File: config.mk
export PLATFORM = sky130hd
export DESIGN_NAME = pc_gen_unit
export DESIGN_NICKNAME = d
export VERILOG_FILES = /design/src/rtl/pc_gen_unit.sv
export SDC_FILE = /design/constraint.sdc
export NUM_CORES = 1
export LEC_CHECK = 0
export CORE_MARGIN = 2
export CORE_UTILIZATION = 57
export DETAILED_ROUTE_END_ITERATION = 10
export DONT_BUFFER_PORTS = 1
export PLACE_DENSITY = 0.87
export SYNTH_ARGS = -nofsm -noshare
export SYNTH_HDL_FRONTEND = slang
export SYNTH_SLANG_ARGS = --single-unit
File: constraint.sdc
create_clock -name clk -period 2 [get_ports clk]
set_input_delay 0.1 -clock clk [delete_from_list [all_inputs] [get_ports clk]]
set_output_delay 0.1 -clock clk [all_outputs]
set_load 0.01 [all_outputs]
File: src/rtl/pc_gen_unit.sv
// Fetch-stage program counter with sequential/branch/call/return next-PC selection,
// a circular return-address stack and a run/halt state machine.
module pc_gen_unit #(
    parameter int               WIDTH     = 16,
    parameter logic [WIDTH-1:0] RESET_VEC = '0,
    parameter int               INC       = 2,
    parameter int               RAS_DEPTH = 4
) (
    input  logic                             clk,
    input  logic                             rst,
    input  logic                             freeze,
    input  logic                             halt,
    input  logic                             branch_taken,
    input  logic [WIDTH-1:0]                 branch_target,
    input  logic                             call,
    input  logic                             ret,
    output logic [WIDTH-1:0]                 pc_out,
    output logic [WIDTH-1:0]                 pc_seq,
    output logic                             halted,
    output logic [$clog2(RAS_DEPTH+1)-1:0]   ras_count,
    output logic                             ras_err
);

    localparam int CW = $clog2(RAS_DEPTH + 1);
    localparam int PW = $clog2(RAS_DEPTH);
    localparam logic [WIDTH-1:0] INC_W  = WIDTH'(INC);
    localparam logic [CW-1:0]    FULL   = CW'(RAS_DEPTH);
    localparam logic [PW-1:0]    PTR_MAX = PW'(RAS_DEPTH - 1);

    typedef enum logic {
        RUN,
        HALTED
    } state_t;

    state_t            state;
    logic [PW-1:0]     ptr;
    logic [PW-1:0]     ptr_inc;
    logic [PW-1:0]     ptr_dec;
    logic [WIDTH-1:0]  ras_mem [RAS_DEPTH];
    logic              active;
    logic              push_en;

    assign pc_seq = pc_out + INC_W;
    assign halted = (state == HALTED);

    // Pointer wraps explicitly so non-power-of-two depths still behave circularly.
    assign ptr_inc = (ptr == PTR_MAX) ? '0 : ptr + PW'(1);
    assign ptr_dec = (ptr == '0) ? PTR_MAX : ptr - PW'(1);

    assign active  = !freeze && (state == RUN) && !halt;
    assign push_en = active && !ret && branch_taken && call;

    always_ff @(posedge clk or posedge rst) begin
        if (rst) begin
            state     <= RUN;
            pc_out    <= RESET_VEC;
            ptr       <= '0;
            ras_count <= '0;
            ras_err   <= 1'b0;
        end else if (!freeze && state == RUN) begin
            if (halt) begin
                state <= HALTED;
            end else if (ret) begin
                if (ras_count != '0) begin
                    pc_out    <= ras_mem[ptr_dec];
                    ptr       <= ptr_dec;
                    ras_count <= ras_count - CW'(1);
                end else begin
                    pc_out  <= pc_seq;
                    ras_err <= 1'b1;
                end
            end else if (branch_taken) begin
                pc_out <= branch_target;
                if (call) begin
                    ptr <= ptr_inc;
                    // A full stack overwrites its oldest entry, so the count saturates.
                    if (ras_count == FULL) begin
                        ras_err <= 1'b1;
                    end else begin
                        ras_count <= ras_count + CW'(1);
                    end
                end
            end else begin
                pc_out <= pc_seq;
            end
        end
    end

    // Entry contents need no reset; only the pointer and count define validity.
    always_ff @(posedge clk) begin
        if (push_en) begin
            ras_mem[ptr] <= pc_seq;
        end
    end

endmodule

**Word-level counts from Yosys, hierarchy flattened**

Memories as Yosys holds them, arrays and structs flattened.
Cells that the tools add are included.

- Memories: 1
- Memory bits (writable): 64
- Output and inout port bits: 37
- Bits in registers: 23
- Bits of input ports: 23

- Bitwise operators: 2
- Equality and inequality tests: 5
- Mux-type cells: 21
- Reductions and logical operators: 18
- Add/sub/neg operators: 5

Memories:

| name | depth | bits a word | rd ports | clocked after Yosys merged registers in | wr ports | RTL line | RTL |
|---|---|---|---|---|---|---|---|
| ras_mem | 4 | 16 | 1 | 0 | 1 | 39 | `logic [WIDTH-1:0] ras_mem [RAS_DEPTH];` |

Operators by type and width:

| kind | number |
|---|---|
| 16-bit 2-to-1 mux | 3 |
| 16-bit by 2-bit adder with 16-bit output, second input constant | 1 |
| 3-bit 2-to-1 mux | 5 |
| 2-bit 2-to-1 mux | 6 |
| 6-bit AND reduction | 2 |
| 1-bit 2-to-1 mux | 7 |
| 2-bit nonzero test | 3 |
| 1-bit logical AND | 5 |
| 5-bit AND reduction | 1 |
| 2-bit != test, second input constant | 2 |
| 2-bit AND reduction | 2 |
| 3-bit by 1-bit adder with 3-bit output, second input constant | 1 |
| 3-bit == test, second input constant | 1 |
| 1-bit zero test | 3 |
| 3-bit nonzero test | 1 |
| 3-bit by 1-bit subtractor with 3-bit output, second input constant | 1 |
| 2-bit by 1-bit adder with 2-bit output, second input constant | 1 |
| 2-bit == test, second input constant | 1 |
| 2-bit zero test | 1 |
| 2-bit by 1-bit != test with 1-bit output, second input constant | 1 |
| 1-bit inverter | 2 |
| 2-bit by 1-bit subtractor with 2-bit output, second input constant | 1 |

**Longest topological paths before layout**

Gate-level depths: netlist (run 1).

- Word-level depth: 8
- Mapped depth: 8
- Gate-level depth less buffers: 6

**Least setup slack after synthesis (run 1)**

OpenSTA, ideal clock, no wires.

- Kind: register to register
- Start: reg ptr[0]
- End: reg pc_out[10]
- Setup time: 138 ps
- Arrival: 1,805 ps
- Path slack: 57 ps
- Stages on the path, launching flop included: 9
- Cell sequence: dfrtp_1 -> inv_1 -> ha_1 -> nor2b_4 -> buf_6 -> buf_8 -> mux4_2 -> a22oi_1 -> o211ai_1

- Longest elaborated chain between the ends: 5
- Elaborated cells between the ends (all ways): 6
- Those cells by class: 1 x add/sub; 3 x mux; 1 x reduce/logical; 1 x memory

RTL lines:

| item | RTL line | RTL |
|---|---|---|
| start: declaration | 36 | `logic [PW-1:0] ptr;` |
| start signal: assignment | 66 | `ptr <= ptr_dec;` |
| start signal: assignment | 75 | `ptr <= ptr_inc;` |
| 2-bit by 1-bit subtractor with 2-bit output / 2-bit zero test (equally long branches) | 48 | `assign ptr_dec = (ptr == '0) ? PTR_MAX : ptr - PW'(1);` |
| 2-bit 2-to-1 mux * | 48 |  |
| memory 4 x 16 bit * | -- |  |
| 16-bit 2-to-1 mux * | 64 | `if (ras_count != '0) begin` |
| 16-bit 2-to-1 mux * | 63 | `end else if (ret) begin` |
| end signal: assignment | 65 | `pc_out <= ras_mem[ptr_dec];` |
| end signal: assignment | 69 | `pc_out <= pc_seq;` |
| end signal: assignment | 73 | `pc_out <= branch_target;` |
| end: declaration | 17 | `output logic [WIDTH-1:0] pc_out,` |

Mark *: on every way between the ends. The rest lies on a longest branch, timed or not.
A chain may end at the register's enable or synchronous reset.

**Worst setup path in the final report (run 1)**

- Start: reg pc_out[1]
- End: out pc_seq[6]

- Longest elaborated chain between the ends: 1

RTL lines:

| item | RTL line | RTL |
|---|---|---|
| 16-bit by 2-bit adder with 16-bit output | 43 | `assign pc_seq = pc_out + INC_W;` |
| end: declaration | 18 | `output logic [WIDTH-1:0] pc_seq,` |

No other way between the ends.

==> results of run 1 <==
-- layer usage --
layer	global-route usage, %	wire, µm
met5	0	0
met1	37.6	4120
met4	10.2	397
met3	9.23	981
met2	43.8	5430
-- cells in the mapped netlist (2+ instances only) --
cell      instances
edfxtp_1         64
dfrtp_1          23
nand2_1          21
mux4_2           16
a22oi_1          12
inv_1            10
nor4_1           10
o211ai_1         10
a21oi_1           9
and3_1            8
nor2_1            8
clkbuf_1          7
mux2i_1           7
nor3_1            7
o21ai_0           7
xor2_1            7
xnor2_1           6
ha_1              5
nand3_1           5
and2_1            4
buf_2             3
buf_6             3
or2_2             3
a211oi_1          2
a221oi_1          2
a31oi_1           2
nand3_2           2
nand4_1           2
o221ai_1          2
or3_1             2
-- placed cells by master (no fill, tap or decap), drive strengths merged, types with 5 or more instances in the layout --
master / count
nand2: 21
nand3: 7
and3: 8
mux4: 16
ha: 5
dfrtp: 23
a22oi: 12
inv: 10
mux2i: 7
nor2: 9
o21ai: 8
nor4: 11
a21oi: 9
o211ai: 10
xor2: 7
xnor2: 6
nor3: 8
edfxtp: 64
clkbuf: 10
buf: 64
dlygate4sd3: 13
-- final cells by class --
class / instances / area, µm²
Sequential cell: 87 / 2500
Multi-Input combinational cell: 179 / 1690
Fill cell: 378 / 1570
Timing Repair Buffer: 78 / 692
Clock inverter: 6 / 134
Clock buffer: 9 / 124
Tap cell: 96 / 120
Inverter: 10 / 37.5
-- sequential cells by signal, indices dropped and copies added (netlist names) --
signal     cells
pc_out        16
ras_err        1
ras_count      3
ptr            2
ras_mem       64
halted         1
-- report_power, final --
group	internal [mW]	leakage (nW)	switching, mW	total (mW)
combinational	0.688	1.01	0.722	1.41
sequential	2.05	0.822	0.0824	2.13
clock	0.948	0.129	0.597	1.55
-- cell families after synthesis --
family | synth area share (%)
adders and majority gates | 2.01
buffers and inverters | 3.38
AOI/OAI and AO/OA | 9.35
muxes | 10.8
and+or+nand+nor | 10.9
DFF | 60.8
xor gates and xnor gates | 2.77
-- worst paths after layout --
path                                       start                     end  slack, ps  depth (start not counted)
max                        pc_out[1]$_DFFE_PP0P_               pc_seq[6]        -60                          6
min                             branch_target[9]   pc_out[9]$_DFFE_PP0P_         -6                          2
max reg2reg                   ptr[1]$_DFFE_PP0P_  pc_out[14]$_DFFE_PP0P_         70                          7
min reg2reg                  ras_err$_DFFE_PP0P_     ras_err$_DFFE_PP0P_        540                          1
max in group asynchronous                    rst  pc_out[14]$_DFFE_PP0P_       1490                          3
min in group asynchronous                    rst      halted$_DFFE_PP0P_        240                          3
-- stage by stage --
stage          instance area, µm²  utilization (%)  total power [mW]  worst slack (ps)
2_1_floorplan                4110                -              2.95              57.2
3_3_place_gp                 4500             65.5              3.25              60.7
3_5_place_dp                 4500             65.5              3.30              2.91
4_1_cts                      5070             73.8              4.88             -26.8
5_1_grt                      5300             77.2              5.27              -124
6_report                     5300             77.2              5.09             -61.6
-- what timing repair did --
action / CTS / global route
gates cloned: 0 / 1
pin swaps: 5 / 9
hold endpoints to repair: 36 / 0
hold buffers: 13 / 0
endpoints found under the setup margin: 7 / 22
gates resized for setup: 22 / 23
setup buffers: 5 / 15
-- critical path: cells and delay by family (launching register included) --
family,cells,cell delay (ps)
and+or+nand+nor,3,730
buffers and inverters,3,460
DFF,1,420
==> results.json, run 1 <==
{
  "status": "complete, but fails checks",
  "violations": "hold timing, setup timing",
  "period_minus_slack_ps": 2060,
  "leakagePower_nw": 1.96,
  "cp_common_cell": "buf_4",
  "clk_pin_slew_ps": 80,
  "seq_area_frac_synth_pct": 60.8,
  "p_per_area_nw_per_um2": 960,
  "fin_crit_sh_pct": 103,
  "critPathLaunchType": "flip-flop",
  "grt-ovfl-total": 0,
  "cp_cell_sequence": "buf_4 > nand4_1 > buf_6 > buf_4 > nor3b_1 > or2_2",
  "htree_num_levels": 3,
  "whs_ps": -6.44,
  "yosys_most_used_dff": "edfxtp_1",
  "max-slew-margin-rel_pct": 61.8,
  "grtUsageTotal_pct": 28.1,
  "grt_pass1_vias": 2853,
  "fin_setup_tns_ps": -61.6,
  "die-area_um2": 7900,
  "synth_warnings": 0,
  "syn_inst": 292,
  "fin_nets": 394,
  "antenna_left": 0,
  "clk_latency_ps": 360,
  "synth-edff-count": 64,
  "yosys-top-cells-area": "edfxtp_1 (47%), dfrtp_1 (14%), mux4_2 (8.8%), a22oi_1 (2.2%), nand2_1 (1.9%)",
  "maxSlewViolCount": 0,
  "synth_top_area_share_pct": 46.8,
  "critPathKind": "flip-flop to output pin",
  "antenna_found_initial": 0,
  "num_antenna_cells": 0,
  "cpMaxStageDelayCell": "dfrtp_1",
  "slowest_delay_ps": 420,
  "cts_tree": "built",
  "syn_area_um2": 4110,
  "die_w_um": 88.9,
  "drc": 0,
  "vias_per_cell": 6.50,
  "synthToLayoutAreaGrowth_pct": 29.1,
  "clockBufferDepth": 2,
  "place.gp.congestion": 0.872,
  "cts_num_sinks": 87,
  "rows": 30,
  "drv_cap": 0,
  "timing.fmax_ghz": 0.485,
  "wirelength_um": 10900,
  "ys_ff_latch": 87,
  "cts_buffers": 9,
  "fin_skew_ps": 8.91,
  "drtPass1Iterations": 5,
  "worstPathRequired_ps": 1900,
  "crit_fanout": 5,
  "async_flop_share_pct": 26.4,
  "numPlacedInstances": 416,
  "grt_max_degree": 37,
  "setup_violations": 1,
  "ys_types": 53,
  "port_buffers": 0,
  "fin_ws_ps": -61.6,
  "syn_area_per_cell_um2": 14.1,
  "start_util_pct": 59.8,
  "grt_pass1_wl_um": 15700,
  "worst_slew_pin_slew_ps": 573,
  "ios": 60,
  "dr_total_vias": 3021,
  "drtIter0Drc": 250,
  "arrival_ps": 1960,
  "irDropWorstVdd_uv": 645,
  "cts_root_buffer": "clkbuf_8",
  "die_y_um": 88.9,
  "yosysTopAreaCell": "edfxtp_1",
  "dp.final_hpwl_um": 6240,
  "drive_gt1_share_pct": 37.7,
  "crit_path_end_kind": "output pin",
  "core-area_um2": 6870,
  "hold_violations": 1,
  "routedWlPerCell_um": 23.5,
  "rsz0062_at_grt": "yes",
  "hold_class": "primary input to flip-flop",
  "syn_nets": 321,
  "final_cell_count_no_fill": 465
}
(Power assumes the default switching activity.)
==> run 2: changes to the inputs <==
Settings changed: CELL_PAD_IN_SITES_DETAIL_PLACEMENT set to 0, CELL_PAD_IN_SITES_GLOBAL_PLACEMENT set to 1, CORE_UTILIZATION 57 to 47.
==> run 2 against run 1 <==
Against the previous run: the flow now finishes without violations; maximum frequency is 4.5% higher; cell area is 0.50% higher; first-iteration DRC count is 28% lower; register-to-register slack hardly changed; global-route usage is 6.2 points lower; sequential power hardly changed.
==> results.json, run 2 (synthesis gave the netlist of run 1 again) <==
{
  "use_met3_pct": 6.33,
  "grt_pass1_wl_um": 15700,
  "core-area_um2": 8590,
  "combPwrFrac_pct": 29.8,
  "busiest_layer": "met2",
  "swShare_pct": 30.1,
  "routedWlPerCell_um": 21.6,
  "antenna_left": 0,
  "grtUsageTotal_pct": 21.9,
  "drv_cap": 0,
  "hold_class": "primary input to flip-flop",
  "reg2reg_depth": 7,
  "p_per_area_nw_per_um2": 903,
  "dr_total_vias": 2840,
  "r2r-start": "ptr[1]$_DFFE_PP0P_",
  "drive_gt1_share_pct": 39.8,
  "status": "completed",
  "max-slew-margin-rel_pct": 59.0,
  "hold_violations": 0,
  "layout_common_cells": "edfxtp_1 (64), buf_4 (60), nand2_1 (19)",
  "slowest_delay_ps": 430,
  "die_w_um": 97.5,
  "cp_cell_sequence": "ha_4 > nand3_4 > nor4_4 > buf_4 > xor2_4 > buf_6",
  "grtUsageMet1_pct": 28.6,
  "synthToLayoutAreaGrowth_pct": 29.8,
  "critPathKind": "flip-flop to output pin",
  "p_switching_mw": 1.45,
  "rsz0062_at_grt": "yes",
  "dp.final_hpwl_um": 6720,
  "crit_start": "pc_out[2]$_DFFE_PP0P_",
  "ios": 60,
  "clockBufferDepth": 2,
  "wirelength_um": 10400,
  "grt_pass1_vias": 2839,
  "drc": 0,
  "arrival_ps": 1870,
  "cts_tree": "built",
  "crit_end": "pc_seq[11]",
  "total_power_mw": 4.81,
  "fin_ws_ps": 26.6,
  "antenna_found_initial": 0,
  "drtPass1Iterations": 4,
  "clockPowerShare_pct": 25.5,
  "worstPathRequired_ps": 1900,
  "maxSlewViolCount": 0,
  "irDropWorstVdd_uv": 539,
  "internal_power_mw": 3.36,
  "clk_pin_slew_ps": 80,
  "cts_num_sinks": 87,
  "period_minus_slack_ps": 1970,
  "crit_fanout": 5,
  "largest_register_ffs": 64,
  "grt_max_degree": 37,
  "groute.layer.met2.usage_pct": 35.2,
  "cts_buffers": 9,
  "cts_root_buffer": "clkbuf_8",
  "clk_latency_ps": 360,
  "reg_top3": "ras_mem: 64 flops, pc_out: 16 flops, ras_count: 3 flops",
  "grt-ovfl-total": 0,
  "final_core_util_pct": 62.0,
  "leakagePower_nw": 1.93,
  "seq_power_share_pct": 44.7,
  "timing.fmax_ghz": 0.507,
  "critPathLaunchType": "flip-flop",
  "drtIter0Drc": 179,
  "htree_num_levels": 3,
  "place_ws_ps": -28.1,
  "fin_nets": 398,
  "fin_crit_sh_pct": 98.7,
  "num_antenna_cells": 0,
  "die-area_um2": 9500,
  "port_buffers": 0,
  "worst_slew_pin_slew_ps": 615,
  "top_register": "ras_mem",
  "place.gp.congestion": 0.828,
  "crit_path_end_kind": "output pin",
  "worst-r2r-setup-slack_ps": 60,
  "die_y_um": 97.5,
  "rows": 34,
  "cpMaxStageDelayCell": "dfrtp_1",
  "r2r-end": "pc_out[12]$_DFFE_PP0P_",
  "vias_per_cell": 5.89,
  "setup_violations": 0,
  "fin_skew_ps": 8.99,
  "layout_commonest_cell": "edfxtp_1",
  "start_util_pct": 47.8
}
run 2: what timing repair did:
action | CTS | global route
hold buffers | 13 | 1
resized for setup | 21 | 32
setup endpoints to repair | 7 | 21
pin swaps | 7 | 7
endpoints found under the hold margin | 35 | 1
buffers inserted | 8 | 10
cloned | 0 | 1
run 2: power groups by stage:
stage	combinational, mW	clock, mW	sequential, mW
final	1.43	1.22	2.15
after global routing	1.54	1.30	2.16
after CTS	1.26	1.24	2.14
after detailed placement	1.17	0	2.18
after global placement	1.14	0	2.17
after floorplan	0.743	0	2.21
run 2: final cells by class:
| type | count | area (µm²) |
|---|---|---|
| inverter | 10 | 37.5 |
| clock buffer | 10 | 128 |
| tap | 108 | 135 |
| sequential | 87 | 2500 |
| multi-input combinational | 179 | 1730 |
| clock inverter | 6 | 70.1 |
| timing repair buffer | 82 | 721 |
| fill | 647 | 3260 |
run 2: metal layers:
layer | share of wire [%] | vias up
met4 | 1.8 | 0
met2 | 50 | 111
met3 | 8.4 | 16
met1 | 40 | 1415
li1 | - | 1298
met5 | 0 | -
run 2: how the worst min path moves through the flow:
| stage | start | end | cells past startpoint |
|---|---|---|---|
| floorplan | rst | halted$_DFFE_PP0P_ | 1 |
| global placement | rst | halted$_DFFE_PP0P_ | 2 |
| detailed placement | rst | halted$_DFFE_PP0P_ | 2 |
| CTS | ret | ptr[0]$_DFFE_PP0P_ | 2 |
| global route | ret | ptr[0]$_DFFE_PP0P_ | 2 |
| finish | branch_target[14] | pc_out[14]$_DFFE_PP0P_ | 2 |
run 2: critical path, delay by kind of cell (launching register included):
kind | cells | cell delay, ps
simple gates | 2 | 390
fa+ha+maj | 1 | 180
xor+xnor | 1 | 190
buf+inv | 2 | 310
flops | 1 | 430
run 2: per-stage QoR:
stage / hold slack, ps / cells / area, µm² / TNS (ps)
after floorplan: 102 / 292 / 4110 / 0
after global placement: 65.8 / 433 / 4550 / 0
after detailed placement: 75.3 / 433 / 4550 / -28.1
after CTS: 2.74 / 470 / 5070 / -6.73
after global routing: 2.28 / 482 / 5330 / -157
final: 4.80 / 482 / 5330 / 0
